--- src/rtl/ram8_stack_ctrl_pkg.sv ---
// Shared definitions for the RAM-backed LIFO controller: operation codes,
// FSM state encoding and default geometry.
package ram8_stack_ctrl_pkg;

  localparam int DATA_W_DEF = 32;
  localparam int DEPTH_DEF  = 8;

  localparam logic [1:0] OP_PUSH  = 2'b00;
  localparam logic [1:0] OP_POP   = 2'b01;
  localparam logic [1:0] OP_PEEK  = 2'b10;
  localparam logic [1:0] OP_CLEAR = 2'b11;

  localparam logic [1:0] S_IDLE   = 2'b00;
  localparam logic [1:0] S_ACCESS = 2'b01;
  localparam logic [1:0] S_RESP   = 2'b10;

endpackage

--- src/rtl/ram8_stack_ctrl.sv ---
// LIFO controller in front of a plain single-port RAM: turns push/pop/peek/clear
// requests into one-cycle RAM accesses and owns the stack pointer.
module ram8_stack_ctrl
  import ram8_stack_ctrl_pkg::*;
#(
  parameter int DATA_W = DATA_W_DEF,
  parameter int DEPTH  = DEPTH_DEF,
  parameter int ADDR_W = $clog2(DEPTH)
) (
  input  logic              clk,
  input  logic              rst,
  input  logic              req_valid,
  output logic              req_ready,
  input  logic [1:0]        req_op,
  input  logic [DATA_W-1:0] req_data,
  output logic              rsp_valid,
  input  logic              rsp_ready,
  output logic [DATA_W-1:0] rsp_data,
  output logic              rsp_err,
  output logic [ADDR_W:0]   count,
  output logic              full,
  output logic              empty,
  output logic              mem_en,
  output logic              mem_rw,
  output logic [ADDR_W-1:0] mem_addr,
  output logic [DATA_W-1:0] mem_wdata,
  input  logic [DATA_W-1:0] mem_rdata
);

  localparam logic [ADDR_W:0] DEPTH_C = (ADDR_W+1)'(DEPTH);

  logic [1:0]        state_q, state_d;
  logic [1:0]        op_q, op_d;
  logic [ADDR_W:0]   count_q, count_d;
  logic [DATA_W-1:0] rsp_data_q, rsp_data_d;
  logic              rsp_err_q, rsp_err_d;
  logic [ADDR_W-1:0] mem_addr_q, mem_addr_d;
  logic [DATA_W-1:0] mem_wdata_q, mem_wdata_d;

  always_comb begin
    state_d     = state_q;
    op_d        = op_q;
    count_d     = count_q;
    rsp_data_d  = rsp_data_q;
    rsp_err_d   = rsp_err_q;
    mem_addr_d  = mem_addr_q;
    mem_wdata_d = mem_wdata_q;
    case (state_q)
      S_IDLE: begin
        if (req_valid) begin
          op_d       = req_op;
          rsp_data_d = '0;
          rsp_err_d  = 1'b0;
          state_d    = S_ACCESS;
          // Address is prepared here so the ACCESS cycle drives it from a flop.
          case (req_op)
            OP_PUSH: begin
              if (count_q == DEPTH_C) begin
                rsp_err_d = 1'b1;
                state_d   = S_RESP;
              end else begin
                mem_addr_d  = count_q[ADDR_W-1:0];
                mem_wdata_d = req_data;
              end
            end
            OP_POP, OP_PEEK: begin
              if (count_q == '0) begin
                rsp_err_d = 1'b1;
                state_d   = S_RESP;
              end else begin
                mem_addr_d = ADDR_W'(count_q - 1'b1);
              end
            end
            default: ;
          endcase
        end
      end
      S_ACCESS: begin
        state_d = S_RESP;
        case (op_q)
          OP_PUSH: count_d = count_q + 1'b1;
          OP_POP: begin
            rsp_data_d = mem_rdata;
            count_d    = count_q - 1'b1;
          end
          OP_PEEK:  rsp_data_d = mem_rdata;
          default:  count_d = '0;
        endcase
      end
      S_RESP: begin
        if (rsp_ready) state_d = S_IDLE;
      end
      default: state_d = S_IDLE;
    endcase
  end

  always_ff @(posedge clk) begin
    if (rst) begin
      state_q     <= S_IDLE;
      op_q        <= OP_PUSH;
      count_q     <= '0;
      rsp_data_q  <= '0;
      rsp_err_q   <= 1'b0;
      mem_addr_q  <= '0;
      mem_wdata_q <= '0;
    end else begin
      state_q     <= state_d;
      op_q        <= op_d;
      count_q     <= count_d;
      rsp_data_q  <= rsp_data_d;
      rsp_err_q   <= rsp_err_d;
      mem_addr_q  <= mem_addr_d;
      mem_wdata_q <= mem_wdata_d;
    end
  end

  // rst gates the strobe combinationally so a reset mid-ACCESS cannot write the RAM.
  assign mem_en    = (state_q == S_ACCESS) && (op_q != OP_CLEAR) && !rst;
  assign mem_rw    = mem_en && (op_q == OP_PUSH);
  assign mem_addr  = mem_addr_q;
  assign mem_wdata = mem_wdata_q;

  assign req_ready = (state_q == S_IDLE);
  assign rsp_valid = (state_q == S_RESP);
  assign rsp_data  = rsp_data_q;
  assign rsp_err   = rsp_err_q;
  assign count     = count_q;
  assign full      = (count_q == DEPTH_C);
  assign empty     = (count_q == '0);

endmodule
--- config.mk ---
export PLATFORM = sky130hd
export DESIGN_NAME = ram8_stack_ctrl
export DESIGN_NICKNAME = d
export VERILOG_FILES = /design/src/rtl/ram8_stack_ctrl_pkg.sv /design/src/rtl/ram8_stack_ctrl.sv
export SDC_FILE = /design/constraint.sdc
export NUM_CORES = 1
export LEC_CHECK = 0
export CORE_UTILIZATION = 43
export CTS_CLUSTER_SIZE = 14
export DETAILED_ROUTE_END_ITERATION = 10
export PLACE_DENSITY_LB_ADDON = 0.3
export SETUP_SLACK_MARGIN = 0.2
export SLEW_MARGIN = 20
export SYNTH_ARGS = -nofsm -noshare
export SYNTH_HDL_FRONTEND = slang
export SYNTH_SLANG_ARGS = --single-unit
--- constraint.sdc ---
create_clock -name clk -period 2.1 [get_ports clk]
set_input_delay 0.21 -clock clk [delete_from_list [all_inputs] [get_ports clk]]
set_output_delay 0.21 -clock clk [all_outputs]
set_load 0.02 [all_outputs]
; Yosys cells after proc, flatten, opt, wreduce, memory -nomap -nowiden
; Cells that the tools add are included.
[word_totals]
ff_bits = 76
latch_bits = 0
mem_bits_rw = 0
mem_bits_ro = 0
input_bits = 70
output_inout_bits = 78
wordCells = 58
memories = 0
[classes]
add_sub_neg = 2
mul = 0
div = 0
magnitude_cmp = 0
n_eq_ne = 13
n_shift = 0
n_mux = 16
n_bitwise = 2
n_reduce_logical = 18
[ops]
columns = op, count
row1 = $mux 32, 2
row2 = $pmux 32 s2, 1
row3 = $pmux 4 s3, 1
row4 = $ne 2x2->1 const B, 5
row5 = $mux 2, 4
row6 = $eq 2x1->1 const B, 3
row7 = $eq 2x2->1 const B, 3
row8 = $logic_not 2->1, 3
row9 = $mux 3, 2
row10 = $pmux 2 s3, 1
row11 = $pmux 3 s2, 1
row12 = $reduce_and 2->1, 3
row13 = $reduce_and 5->1, 1
row14 = $add 4x1->4 const B, 1
row15 = $eq 4x4->1 const B, 1
row16 = $logic_not 4->1, 1
row17 = $pmux 2 s2, 1
row18 = $reduce_and 4->1, 1
row19 = $reduce_bool 2->1, 2
row20 = $reduce_or 2->1, 2
row21 = $sub 4x1->4 const B, 1
row22 = $logic_and 1x1->1, 3
row23 = $reduce_and 3->1, 1
row24 = $mux 1, 2
row25 = 4 further kinds, 5

; Logic depth before layout (Yosys ltp)
[depth]
word_depth = 5
ltp_mapped = 7
mapped_depth_nobuf = 5

; Worst setup path before layout
; Ideal clock, no wire load.
[synth_timing]
path_kind = reg-to-reg
start = reg count_q[0] (netlist: count[0])
end = reg mem_wdata_q[0] (netlist: mem_wdata[0])
setup_ns = 0.072
arrival_time_ns = 1.842
required_ns = 2.028
path_slack_ns = 0.187
stages_incl_launch_ff = 8
n_path_buf = 2
cell_sequence = dfxtp_1 > inv_1 > ha_1 > and3b_1 > nor3b_2 > buf_6 > buf_12 > mux2i_1
[synth_between]
elab_chain_cells = 3
[synth_rtl]
columns = item, line
row1 = "start, declared", ram8_stack_ctrl.sv:34  ; logic [ADDR_W:0] count_q, count_d;
row2 = "start signal, assigned", ram8_stack_ctrl.sv:109  ; count_q <= count_d;
row3 = $eq 4x4->1, --
row4 = net full, ram8_stack_ctrl.sv:21  ; output logic full,
row5 = $not 1->1 (no source line), --
row6 = $reduce_and 4->1 (no source line), --
row7 = "end signal, assigned", ram8_stack_ctrl.sv:113  ; mem_wdata_q <= mem_wdata_d;
row8 = "end, declared", ram8_stack_ctrl.sv:38  ; logic [DATA_W-1:0] mem_wdata_q, mem_wdata_d;
; The timed path passes the listed nets, and every way through them passes these cells.
; A chain may end at the register's enable or synchronous reset.

; Worst setup path in the final report
[layout_timing]
start = reg op_q[0]
end = out mem_rw
[layout_between]
elab_chain_cells = 4
[layout_rtl]
columns = item, line
row1 = "start, declared", ram8_stack_ctrl.sv:33  ; logic [1:0] op_q, op_d;
row2 = "start signal, assigned", ram8_stack_ctrl.sv:108  ; op_q <= op_d;
row3 = $ne 2x2->1, ram8_stack_ctrl.sv:118  ; assign mem_en = (state_q == S_ACCESS) && (op_q != OP_CLEAR) && !rst;
row4 = $logic_and 1x1->1 (2 in series), ram8_stack_ctrl.sv:118
row5 = $logic_and 1x1->1 *, ram8_stack_ctrl.sv:119  ; assign mem_rw = mem_en && (op_q == OP_PUSH);
row6 = "end, declared", ram8_stack_ctrl.sv:24  ; output logic mem_rw,
; Mark *: on every way between the ends. The rest lies on a longest branch, timed or not.

==> flow_summary_export.csv <==
group,metric,value,unit
outcome,status,"complete, no violations",
floorplan,dieWidth,93.9,um
synthesis,synth_fa_ha_area_share,2.76,%
grt,antenna_found_initial,0,
layout,diodes,0,
sta,fmax,560,MHz
synthesis,yosys_warnings,0,
critical_path,cp-start-kind,"register",
clock_network,ctsLongestPathBuffers,2,
sta,worstMarginPinSlew,0.938,ns
placement,postPlaceCellArea,5180,sq um
clock_network,cts_made_buffers,9,
power,leakage,1.89,nW
clock_network,root_buffer,"clkbuf_8",
critical_path,crit_type,"register to output port",
layout,fin_area,5440,sq um
layout,final_cell_mix,"clkdlybuf4s50_1, dfxtp_1, nand2b_1",
synthesis,synthArstFlopShare,0,%
power,total_power,3.33,mW
floorplan,ios,148,
synthesis,muxShareOfSynthArea,10.4,%
placement,place_ws,0.00825,ns
sta,layout_setup_ws,0.314,ns
floorplan,fp.dieH,93.9,um
sta,period_minus_slack,1.79,ns
synthesis,yosysSeqAreaShare,41.9,%
routing,wl_per_cell,14.7,um
layout,layout-drive-gt1-share,9.01,%
sta,report.final.slew_viol_count,0,
flow_run,cap_violations,0,
grt,grt_start_max_net_pins,112,
placement,gp_congestion,0.769,
synthesis,syn_inst,387,
floorplan,initial_core_util,44.4,%
critical_path,crit_fanout,7,
floorplan,fp.dieArea,8820,sq um
sta,hold_viol,0,
routing,routed-via-count,3328,
routing,route.detailed.drc,0,
clock_network,cts_hold_buf,0,
synthesis,synthesis.area,3630,sq um
critical_path,crit_family,"buffers and inverters",
synthesis,synth_nets,465,
synthesis,yosys.area_share.simple,25.0,%
power,powerDensity,613,nW/um^2
critical_path,slowest_stage,"dfxtp_1",
clock_network,clk_pin_slew,0.08,ns
floorplan,rows,33,
layout,synthToLayoutAreaGrowth,49.7,%
routing,drt-pass1-iter-count,4,
clock_network,cts_tree,"done",
worst_hold_path,hp-class,"input pin to register",
routing,drtAntennaViolNets,0,
routing,drt_wl_total,9380,um
critical_path,worstPathRequired,1.89,ns
sta,timing.final.crit_share,85.0,%
layout,fin_util,66.5,%
critical_path,arrival,1.58,ns
placement,hpwl,6150,um
grt,grt_overflow_total,0,
layout,finalNetCount,606,
sta,skew,0.00602,ns
sta,rsz0062_at_grt,"no",
layout,layout_commonest_cell,"clkdlybuf4s50_1",
sta,setup_tns,0,ns
placement,io_buffer_count,147,
synthesis,synth_compound_area_share,13.2,%
clock_network,clkLatencyLatePin,0.34,ns
synthesis,synth_xor_xnor_area_share,0.241,%
routing,drt-initial-drc-count,82,
sta,final-setup-viol-count,0,
clock_network,h-tree-depth,3,
synthesis,synth_top_family_by_area,"simple AND/OR/NAND/NOR gates",
critical_path,endpoint_kind,"output port",
synthesis,synth_edf_count,0,
synthesis,ys_dominant_reg_cell,"dfxtp_1",
floorplan,fp.coreArea,8180,sq um
clock_network,clock_sinks,76,
synthesis,ys_types,41,
critical_path,cp_num_buf_inv,2,
grt,grt_use_total,20.3,%
synthesis,synth_area_per_cell,9.39,sq um
routing,viasPerCell,5.22,
synthesis,ys_ff_latch,76,
layout,fillers,682,
critical_path,crit_chain,"inv_1 -> ha_1 -> and2_1 -> dlygate4sd2_1",
critical_path,cp_slowest_stage_delay,0.38,ns
power,peakVddDrop,0.316,mV
sta,relSlewSlack,37.5,%
grt,grt_pass1_wl,14400,um
grt,grt_pass1_vias,3070,
## cell families (layout without fill, tap and decap cells)
family	after synthesis	count (layout)
AOI/OAI and AO/OA	86	86
xor gates and xnor gates	1	1
adders and majority gates	8	8
buffers and inverters	46	192
DFF	76	76
muxes	37	37
and+or+nand+nor	133	133
## worst min-delay path: cells and delay by family
family	cells	cell delay [ns]
buf+inv	1	0.40
simple gates	1	0.06
mux	1	0.06
## stage by stage
step           std cells  hold slack (ns)
2_1_floorplan        387            0.357
3_3_place_gp         619            0.455
3_5_place_dp         619            0.463
4_1_cts              635            0.422
5_1_grt              638            0.435
6_report             638            0.441
## final timing paths
check,from,to,slack (ns),depth (start not counted)
worst max register to register,state_q[1],mem_wdata[6],0.32,6
worst max-delay path,op_q[0],mem_rw,0.31,4
worst min register to register,rsp_data[23],rsp_data[23],0.47,2
worst min-delay path,req_data[8],mem_wdata[8],0.44,3
## area by class of cell
type	instances	area [sq um]	area share, %
tap	105	131	2.42
sequential	76	1530	28.1
clock buffer	11	131	2.42
clock inverter	5	52.6	0.967
timing repair buffer	168	1670	30.8
multi-input combinational	265	1890	34.8
inverter	8	30.0	0.552
## state kept, by name (all words and copies together) (netlist names)
name       cells
op_q           2
mem_wdata     32
state_q        2
mem_addr       3
rsp_err        1
count          4
rsp_data      32
## layer usage
metal  vias up  part of all wire (%)  routed length, um  global-route usage (%)
met5         -                     0                  0                       0
met4         0                   1.3                125                    7.82
met3        14                   8.3                775                    6.55
met2       113                    45               4230                    31.1
met1      1564                    45               4250                    26.2
li1       1637                     -                  -                       -
## repair_timing
action	4_1_cts	5_1_grt
pin swaps	0	1
setup buffers	0	1
cloned	0	2
endpoints found under the setup margin	6	34
gates resized for setup	8	5
## power by group
part / internal (mW) / switching [mW] / total (mW)
Combinational: 0.383 / 0.358 / 0.741
Sequential: 1.49 / 0.0356 / 1.53
Clock: 0.544 / 0.522 / 1.07
Total: 2.42 / 0.916 / 3.33
## cells in the mapped netlist, types with 2 or more instances
cell type,n,area (sq um)
dfxtp_1,76,1520
clkbuf_1,31,116
a21oi_1,37,185
o21ai_0,33,165
nand2b_1,69,432
or3b_1,2,17.5
buf_6,2,22.5
nand2_1,4,15.0
mux2i_1,35,350
nor2_1,5,18.8
o211ai_1,2,15.0
nand3b_1,2,15.0
buf_12,3,60.1
inv_1,8,30.0
a211o_1,2,17.5
nor3b_2,2,25.0
nand3_1,3,15.0
nand4b_1,33,289
nor2b_1,6,37.5
a31oi_1,2,12.5
a211oi_1,2,15.0
ha_1,8,100
o31ai_1,2,15.0
No activity file was read; power rests on OpenSTA's default activity.
